<file path="src/rtl/btn_debouncer_if.sv">
// Button bundle between the raw pins and the debouncer: raw levels in, conditioned level/press/release out.
// The master side drives the pins and the slave side is the debouncer.
interface btn_debouncer_if #(
    parameter int NB_BTN = 3
);
    logic [NB_BTN-1:0] i_btn;
    logic [NB_BTN-1:0] o_btn_level;
    logic [NB_BTN-1:0] o_btn_pulse;
    logic [NB_BTN-1:0] o_btn_release;

    modport master (
        output i_btn,
        input  o_btn_level,
        input  o_btn_pulse,
        input  o_btn_release
    );

    modport slave (
        input  i_btn,
        output o_btn_level,
        output o_btn_pulse,
        output o_btn_release
    );
endinterface

</file>
<file path="src/rtl/btn_debouncer.sv">
// Per-channel 2-FF synchroniser plus a bounce-rejecting FSM; level/press/release all settle COUNT_MAX+3 edges after a pin change.
// Free-running with no backpressure: each accepted press loads downstream exactly once.
module btn_debouncer #(
    parameter int NB_BTN    = 3,
    parameter int COUNT_MAX = 1_000_000,
    parameter int NB_CNT    = 20
) (
    input  logic           i_clk,
    input  logic           i_reset,
    btn_debouncer_if.slave btn_if
);

    typedef enum logic [1:0] {
        IDLE_LOW  = 2'd0,
        WAIT_HIGH = 2'd1,
        HIGH      = 2'd2,
        WAIT_LOW  = 2'd3
    } state_e;

    localparam logic [NB_CNT-1:0] CNT_LAST = NB_CNT'(COUNT_MAX - 1);
    localparam logic [NB_CNT-1:0] CNT_ONE  = NB_CNT'(1);

    logic [NB_BTN-1:0] sync1_q, sync1_d;
    logic [NB_BTN-1:0] sync2_q, sync2_d;
    state_e            state_q [NB_BTN];
    state_e            state_d [NB_BTN];
    logic [NB_CNT-1:0] cnt_q   [NB_BTN];
    logic [NB_CNT-1:0] cnt_d   [NB_BTN];
    logic [NB_BTN-1:0] level_q, level_d;
    logic [NB_BTN-1:0] pulse_q, pulse_d;
    logic [NB_BTN-1:0] release_q, release_d;

    always_comb begin
        sync1_d   = btn_if.i_btn;
        sync2_d   = sync1_q;
        level_d   = '0;
        pulse_d   = '0;
        release_d = '0;
        for (int i = 0; i < NB_BTN; i++) begin
            state_d[i] = state_q[i];
            cnt_d[i]   = cnt_q[i];
            case (state_q[i])
                IDLE_LOW: begin
                    if (sync2_q[i]) begin
                        state_d[i] = WAIT_HIGH;
                        cnt_d[i]   = '0;
                    end
                end
                WAIT_HIGH: begin
                    if (!sync2_q[i]) begin
                        state_d[i] = IDLE_LOW;
                        cnt_d[i]   = '0;
                    end else if (cnt_q[i] == CNT_LAST) begin
                        state_d[i] = HIGH;
                        cnt_d[i]   = '0;
                        pulse_d[i] = 1'b1;
                    end else begin
                        cnt_d[i] = cnt_q[i] + CNT_ONE;
                    end
                end
                HIGH: begin
                    if (!sync2_q[i]) begin
                        state_d[i] = WAIT_LOW;
                        cnt_d[i]   = '0;
                    end
                end
                WAIT_LOW: begin
                    if (sync2_q[i]) begin
                        state_d[i] = HIGH;
                        cnt_d[i]   = '0;
                    end else if (cnt_q[i] == CNT_LAST) begin
                        state_d[i]   = IDLE_LOW;
                        cnt_d[i]     = '0;
                        release_d[i] = 1'b1;
                    end else begin
                        cnt_d[i] = cnt_q[i] + CNT_ONE;
                    end
                end
                default: begin
                    state_d[i] = IDLE_LOW;
                    cnt_d[i]   = '0;
                end
            endcase
            // Level follows the next state so it moves on the same edge as the pulse.
            level_d[i] = (state_d[i] == HIGH) || (state_d[i] == WAIT_LOW);
        end
    end

    always_ff @(posedge i_clk or posedge i_reset) begin
        if (i_reset) begin
            sync1_q   <= '0;
            sync2_q   <= '0;
            level_q   <= '0;
            pulse_q   <= '0;
            release_q <= '0;
            for (int i = 0; i < NB_BTN; i++) begin
                state_q[i] <= IDLE_LOW;
                cnt_q[i]   <= '0;
            end
        end else begin
            sync1_q   <= sync1_d;
            sync2_q   <= sync2_d;
            level_q   <= level_d;
            pulse_q   <= pulse_d;
            release_q <= release_d;
            for (int i = 0; i < NB_BTN; i++) begin
                state_q[i] <= state_d[i];
                cnt_q[i]   <= cnt_d[i];
            end
        end
    end

    assign btn_if.o_btn_level   = level_q;
    assign btn_if.o_btn_pulse   = pulse_q;
    assign btn_if.o_btn_release = release_q;

endmodule

</file>
<file path="src/flat_wrapper.sv">
// flat-port wrapper written by rule: the top's interface ports become plain ports
module btn_debouncer_flat 
#(
    parameter int NB_BTN    = 3,
    parameter int COUNT_MAX = 1_000_000,
    parameter int NB_CNT    = 20
)
  (i_clk, i_reset, btn_if_i_btn, btn_if_o_btn_level, btn_if_o_btn_pulse, btn_if_o_btn_release);
  btn_debouncer_if #(.NB_BTN(NB_BTN)) btn_if_i ();
  input  logic i_clk;
  input  logic i_reset;
  input wire logic [$bits(btn_if_i.i_btn)-1:0] btn_if_i_btn;
  output wire logic [$bits(btn_if_i.o_btn_level)-1:0] btn_if_o_btn_level;
  output wire logic [$bits(btn_if_i.o_btn_pulse)-1:0] btn_if_o_btn_pulse;
  output wire logic [$bits(btn_if_i.o_btn_release)-1:0] btn_if_o_btn_release;
  assign btn_if_i.i_btn = btn_if_i_btn;
  assign btn_if_o_btn_level = btn_if_i.o_btn_level;
  assign btn_if_o_btn_pulse = btn_if_i.o_btn_pulse;
  assign btn_if_o_btn_release = btn_if_i.o_btn_release;
  btn_debouncer #(.NB_BTN(NB_BTN), .COUNT_MAX(COUNT_MAX), .NB_CNT(NB_CNT)) u_core (.i_clk(i_clk), .i_reset(i_reset), .btn_if(btn_if_i));
endmodule
</file>
<file path="config.mk">
export PLATFORM = sky130hd
export DESIGN_NAME = btn_debouncer_flat
export DESIGN_NICKNAME = d
export VERILOG_FILES = /design/src/rtl/btn_debouncer_if.sv /design/src/rtl/btn_debouncer.sv /design/src/flat_wrapper.sv
export SDC_FILE = /design/constraint.sdc
export NUM_CORES = 1
export LEC_CHECK = 0
export BUFFER_PORTS_ARGS = -buffer_cell sky130_fd_sc_hd__buf_2
export CORE_ASPECT_RATIO = 2
export CORE_MARGIN = 2
export CORE_UTILIZATION = 65
export DETAILED_ROUTE_END_ITERATION = 6
export PLACE_DENSITY_LB_ADDON = 0.12
export SYNTH_ARGS = -nofsm -noshare
export SYNTH_HDL_FRONTEND = slang
export SYNTH_SLANG_ARGS = --single-unit
</file>
<file path="constraint.sdc">
create_clock -name i_clk -period 3.8 [get_ports i_clk]
set_clock_uncertainty 0.1 [all_clocks]
set_input_delay 0.57 -clock i_clk [delete_from_list [all_inputs] [get_ports i_clk]]
set_output_delay 0.57 -clock i_clk [all_outputs]
set_load 0.005 [all_outputs]
</file>
---- Word level (Yosys, flattened, before mapping) ----
Cells that the tools add are included.
word-level totals
  output and inout port bits .............. 9
  flip-flop bits (word level) ............. 81
  logic and storage cells ................. 101
operators by class
  equality and inequality tests ........... 24
  muxes and demuxes ....................... 54
  reduce and logical (&&, ||, !) cells .... 9
  $add $sub $neg .......................... 3
operators with widths
  kind                                            number
  2-to-1 mux 20 bit                               15
  one-hot mux 20 bit (4 select lines)             3
  adder 20 x 1 -> 20 bit (second input constant)  3
  == test 20 bit (second input constant)          3
  2-to-1 mux 2 bit                                18
  == test 2 bit (second input constant)           12
  one-hot mux 2 bit (4 select lines)              3
  2-to-1 mux 1 bit                                15
  == test 2 x 1 -> 1 bit (second input constant)  3
  zero test 2 bit                                 3
  != test 2 x 1 -> 1 bit (second input constant)  3
  != test 2 bit (second input constant)           3
  AND reduction 2 bit                             3
  logical OR 1 bit                                3

---- Depth between registers and ports, before layout ----
  depth in word-level cells ............... 6
  depth in mapped cells ................... 7
  gate-level depth less buffers ........... 5

---- Worst setup path before layout ----
OpenSTA, ideal clock, no wires.
  kind .................................... reg2reg
  start point ............................. register u_core.cnt_q[40] (netlist bit)
  end point ............................... register u_core.level_q[0], in the netlist u_core.btn_if.o_btn_level[0]
  data required time ...................... 3.572 ns
  period minus slack after synthesis ...... 2.030 ns
  stages on the path, launching flop included .. 7
  slack ................................... 1.770 ns
  arrival ................................. 1.803 ns
  cell sequence ........................... dfrtp_1 > ha_1 > and3_1 > clkbuf_1 > nand4_1 > nor3_2 > mux2_1
on the way
  cells in the longest elaborated chain, start to end .. 6
ends and longest elaborated chain
  item                                    line                                      text
  from (decl)                             btn_debouncer.sv:27                       logic [NB_CNT-1:0] cnt_q [NB_BTN];
  from (signal, indexed assignment)       btn_debouncer.sv:108                      cnt_q[i] <= cnt_d[i];
  == test 20 bit (*)                      btn_debouncer.sv:53, btn_debouncer.sv:71
  2-to-1 mux 2 bit (on tied branches)     btn_debouncer.sv:71, btn_debouncer.sv:53
  2-to-1 mux 2 bit (on tied branches)     btn_debouncer.sv:68, btn_debouncer.sv:50
  one-hot mux 2 bit (4 select lines) (*)  btn_debouncer.sv:42                       case (state_q[i])
  == test 2 bit                           btn_debouncer.sv:85                       level_d[i] = (state_d[i] == HIGH) || (state_d[i] == WAIT_LOW);
  logical OR 1 bit (*)                    btn_debouncer.sv:85
  net u_core.level_d[0]                   btn_debouncer.sv:29                       logic [NB_BTN-1:0] level_q, level_d;
  to (signal assigned)                    btn_debouncer.sv:103                      level_q <= level_d;
  to (decl)                               btn_debouncer.sv:29
The timed path passes the listed nets; every way through them passes the cells marked *.
A chain may end at the register's enable or synchronous reset.

---- Worst setup path in the final report ----
  start point ............................. register u_core.sync2_q[2]
  end point ............................... register u_core.cnt_q[17] (netlist bit)
on the way
  cells in the longest elaborated chain, start to end .. 2
ends and longest elaborated chain
  item                                                                               line                  text
  from (decl)                                                                        btn_debouncer.sv:24   logic [NB_BTN-1:0] sync2_q, sync2_d;
  from (signal assigned)                                                             btn_debouncer.sv:102  sync2_q <= sync2_d;
  2-to-1 mux 20 bit, or another cell as far along                                    btn_debouncer.sv:68   if (sync2_q[i]) begin
  one-hot mux 20 bit (4 select lines) / AND reduction 2 bit (equally long branches)  -
Parallel ways exist; a longest one is shown, timed or not.

==> impl_metrics.yaml <==
floorplan:
  fp-row-count: 41
  design.die.area_sq_mm: 0.00718
  placeableCoreArea_sq_mm: 0.00631
  die-height_um: 118
  pin_count: 14
  start_util_pct: 66.8
  chipWidth_um: 60.9
yosys:
  synth.lib_cells_used.distinct: 52
  syn_inst: 423
  yosysSeqAreaShare_pct: 48.1
  synth.net_count: 431
  synth_async_sr_flop_share_pct: 100
  synth_warnings: 0
  avgSynthCellArea_sq_um: 9.97
  ys_ff_latch: 81
  netlist_area_sq_mm: 0.00422
  count_of_flip_flops_with_a_built_in_enable_after_synthesis: 0
  yosys_most_used_dff: "sky130_fd_sc_hd__dfrtp_1"
power_and_ir_drop:
  power_per_cell_area_mw_per_mm2: 407
  largest_vdd_supply_drop_mv: 0.314
  power.static_leakage_uw: 0.00195
sta:
  rsz0062_at_grt: "false"
  max_freq_mhz: 400
  max-slew-margin-rel_pct: 47.2
  worst_hold_slack_ps: 237
  final_slew_violations: 0
  tightest_slew_ps: 791
  setup_viol: 0
  final.period_utilization_pct: 65.8
  final_period_minus_worst_setup_slack_ps: 2500
  fin_tns_setup_ps: 0
  count_of_final_hold_check_violations: 0
drt:
  drt-pass1-iter-count: 5
  detailroute.via_count: 3428
  antenna_left: 0
  drcViolationCount: 0
  vias_per_cell: 6.59
  totalWireLength_mm: 8.80
  wl_per_cell_um: 16.9
  drt_iter0_markers: 268
critical_path:
  worst_ep_arrival_ps: 2650
  crit_path_max_fanout: 12
  crit_required_ps: 3950
  crit_path_category: "register to register"
  startpoint_class: "register"
  critPathCaptureType: "register"
global_routing:
  global_route.overflow_total: 0
  grt_first_pass_wirelength_mm: 14.9
  grt.total_usage_pct: 26.9
  first_global_vias: 3328
  antenna_found_initial: 0
  grt_max_degree: 48
cts:
  clock_path_buffers: 2
  number_of_buffers_added_to_fix_hold_violations_after_cts: 0
  cts_tree: "built"
  htreeDepth: 3
  tritoncts.num_buffers: 9
  path_clk_slew_ps: 60
  post_cts_resized: 0
  clk_latency_ps: 340
  clock_tree.root_cell: "sky130_fd_sc_hd__clkbuf_16"
  clock_sink_count: 81
  post_cts_buffers: 0
placement:
  gp_congestion: 0.902
  dpl_cells: 504
  placement.io_buffers: 13
  hpwlAfterDp_mm: 5.80
finish:
  final_cell_mix: "sky130_fd_sc_hd__dfrtp_1 (81), sky130_fd_sc_hd__nand2_1 (41), sky130_fd_sc_hd__o21ai_0 (24)"
  syn2layout_area_growth_pct: 10.2
  nets: 437
  number_of_non_filler_instances_in_the_completed_layout: 520
  antenna-diode-count: 0
  finish.utilization_pct: 73.6
  total_area_of_multi_input_combinational_cells_sq_mm: 0.00203
  layout_fillers: 489
  final-seq-area_sq_mm: 0.00203
  layout_commonest_cell: "sky130_fd_sc_hd__dfrtp_1"
  share_of_cells_above_drive_strength_1_pct: 10.8
worst_hold_path:
  timing.hold.worst.class: "input pin to register"
outcome:
  status: "finished clean"
run:
  maxCapViolations: 0
[final timing paths]
kind                                                 to                         from  depth (start not counted)  slack (ps)
max                        u_core.cnt_q[17]$_DFFE_PP0P_  u_core.sync2_q[2]$_DFF_PP0_                          4        1300
min                         u_core.sync1_q[0]$_DFF_PP0_              btn_if_i_btn[0]                          1         240
max reg2reg                u_core.cnt_q[17]$_DFFE_PP0P_  u_core.sync2_q[2]$_DFF_PP0_                          4        1300
min reg2reg                 u_core.sync2_q[1]$_DFF_PP0_  u_core.sync1_q[1]$_DFF_PP0_                          0         250
max in group asynchronous  u_core.cnt_q[55]$_DFFE_PP0P_                      i_reset                          3        2410
min in group asynchronous  u_core.cnt_q[45]$_DFFE_PP0P_                      i_reset                          2         250
[stage by stage]
| stage | total power (uW) | instance area, sq um | worst slack (ps) |
|---|---|---|---|
| final | 1890 | 4650 | 1300 |
| after detailed placement | 968 | 4320 | 1380 |
| after global placement | 966 | 4320 | 1510 |
| after global routing | 1950 | 4650 | 1160 |
| after CTS | 1900 | 4650 | 1310 |
| after floorplan | 949 | 4220 | 1050 |
[report_power, final]
group | switching [uW] | internal, uW | leakage [uW] | total [uW]
registers | 12.5 | 873 | 0.00111 | 885
logic | 50.8 | 15.6 | 0.000696 | 66.4
clock network | 344 | 594 | 0.000151 | 938
[critical path: stages (launching register included)]
cell and delay [ps]:
sky130_fd_sc_hd__dfrtp_1 420, sky130_fd_sc_hd__xor2_1 620, sky130_fd_sc_hd__o2111ai_1 490, sky130_fd_sc_hd__or4_1 600
sky130_fd_sc_hd__a22oi_1 170
[area by class of cell]
cell class	instances	share of cell area (%)
multi-input cells	306	43.7
flip-flops and latches	81	43.6
clock buffers	10	5.14
well taps	86	2.32
repair buffers	18	2.21
clock inverters	6	1.97
inverters	13	1.08
[sequential cells by signal, indices dropped and copies added (netlist names)]
register / cells
u_core.cnt_q: 60
u_core.sync1_q: 3
u_core.state_q: 6
u_core.sync2_q: 3
u_core.btn_if.o_btn_level: 3
u_core.btn_if.o_btn_release: 3
u_core.btn_if.o_btn_pulse: 3
[cell families (layout without fill, tap and decap cells)]
| kind of cell | Yosys count | after routing | synth area share, % |
|---|---|---|---|
| xor+xnor | 17 | 17 | 3.53 |
| buf+inv | 36 | 47 | 3.80 |
| flops | 81 | 81 | 48.1 |
| compound gates | 105 | 105 | 16.9 |
| mux | 7 | 7 | 1.84 |
| fa+ha+maj | 3 | 3 | 0.891 |
| simple gates | 174 | 174 | 24.9 |
[routing by layer]
metal	global-route usage (%)	share of wire, %	up-vias
met2	45.0	55	101
met5	0	0	-
met1	31.7	39	1679
li1	-	-	1624
met3	3.85	3.1	24
met4	14.4	3.4	0
[Yosys cell counts (3+ instances only)]
cell type / count / area [sq um]
sky130_fd_sc_hd__clkbuf_1: 15 / 56.3
sky130_fd_sc_hd__nor3b_1: 7 / 52.6
sky130_fd_sc_hd__nand4_1: 15 / 93.8
sky130_fd_sc_hd__a21o_1: 4 / 30.0
sky130_fd_sc_hd__nand3_1: 22 / 110
sky130_fd_sc_hd__buf_2: 5 / 25.0
sky130_fd_sc_hd__nor3_1: 4 / 20.0
sky130_fd_sc_hd__xnor2_1: 5 / 43.8
sky130_fd_sc_hd__a21oi_1: 11 / 55.1
sky130_fd_sc_hd__inv_1: 13 / 48.8
sky130_fd_sc_hd__or3_1: 16 / 100
sky130_fd_sc_hd__and3_1: 10 / 62.6
sky130_fd_sc_hd__o21ai_1: 5 / 25.0
sky130_fd_sc_hd__o211ai_1: 6 / 45.0
sky130_fd_sc_hd__ha_1: 3 / 37.5
sky130_fd_sc_hd__o31ai_1: 13 / 97.6
sky130_fd_sc_hd__mux2_1: 6 / 67.6
sky130_fd_sc_hd__nor2_1: 9 / 33.8
sky130_fd_sc_hd__and4_1: 10 / 87.6
sky130_fd_sc_hd__nand4b_1: 4 / 35.0
sky130_fd_sc_hd__or2_2: 5 / 31.3
sky130_fd_sc_hd__and2_1: 3 / 18.8
sky130_fd_sc_hd__xor2_1: 12 / 105
sky130_fd_sc_hd__o2111ai_1: 9 / 78.8
sky130_fd_sc_hd__dfrtp_1: 81 / 2030
sky130_fd_sc_hd__a22oi_1: 22 / 165
sky130_fd_sc_hd__nand2_1: 41 / 154
sky130_fd_sc_hd__o21ai_0: 24 / 120
sky130_fd_sc_hd__or4_1: 13 / 97.6
(Power assumes the default switching activity.)
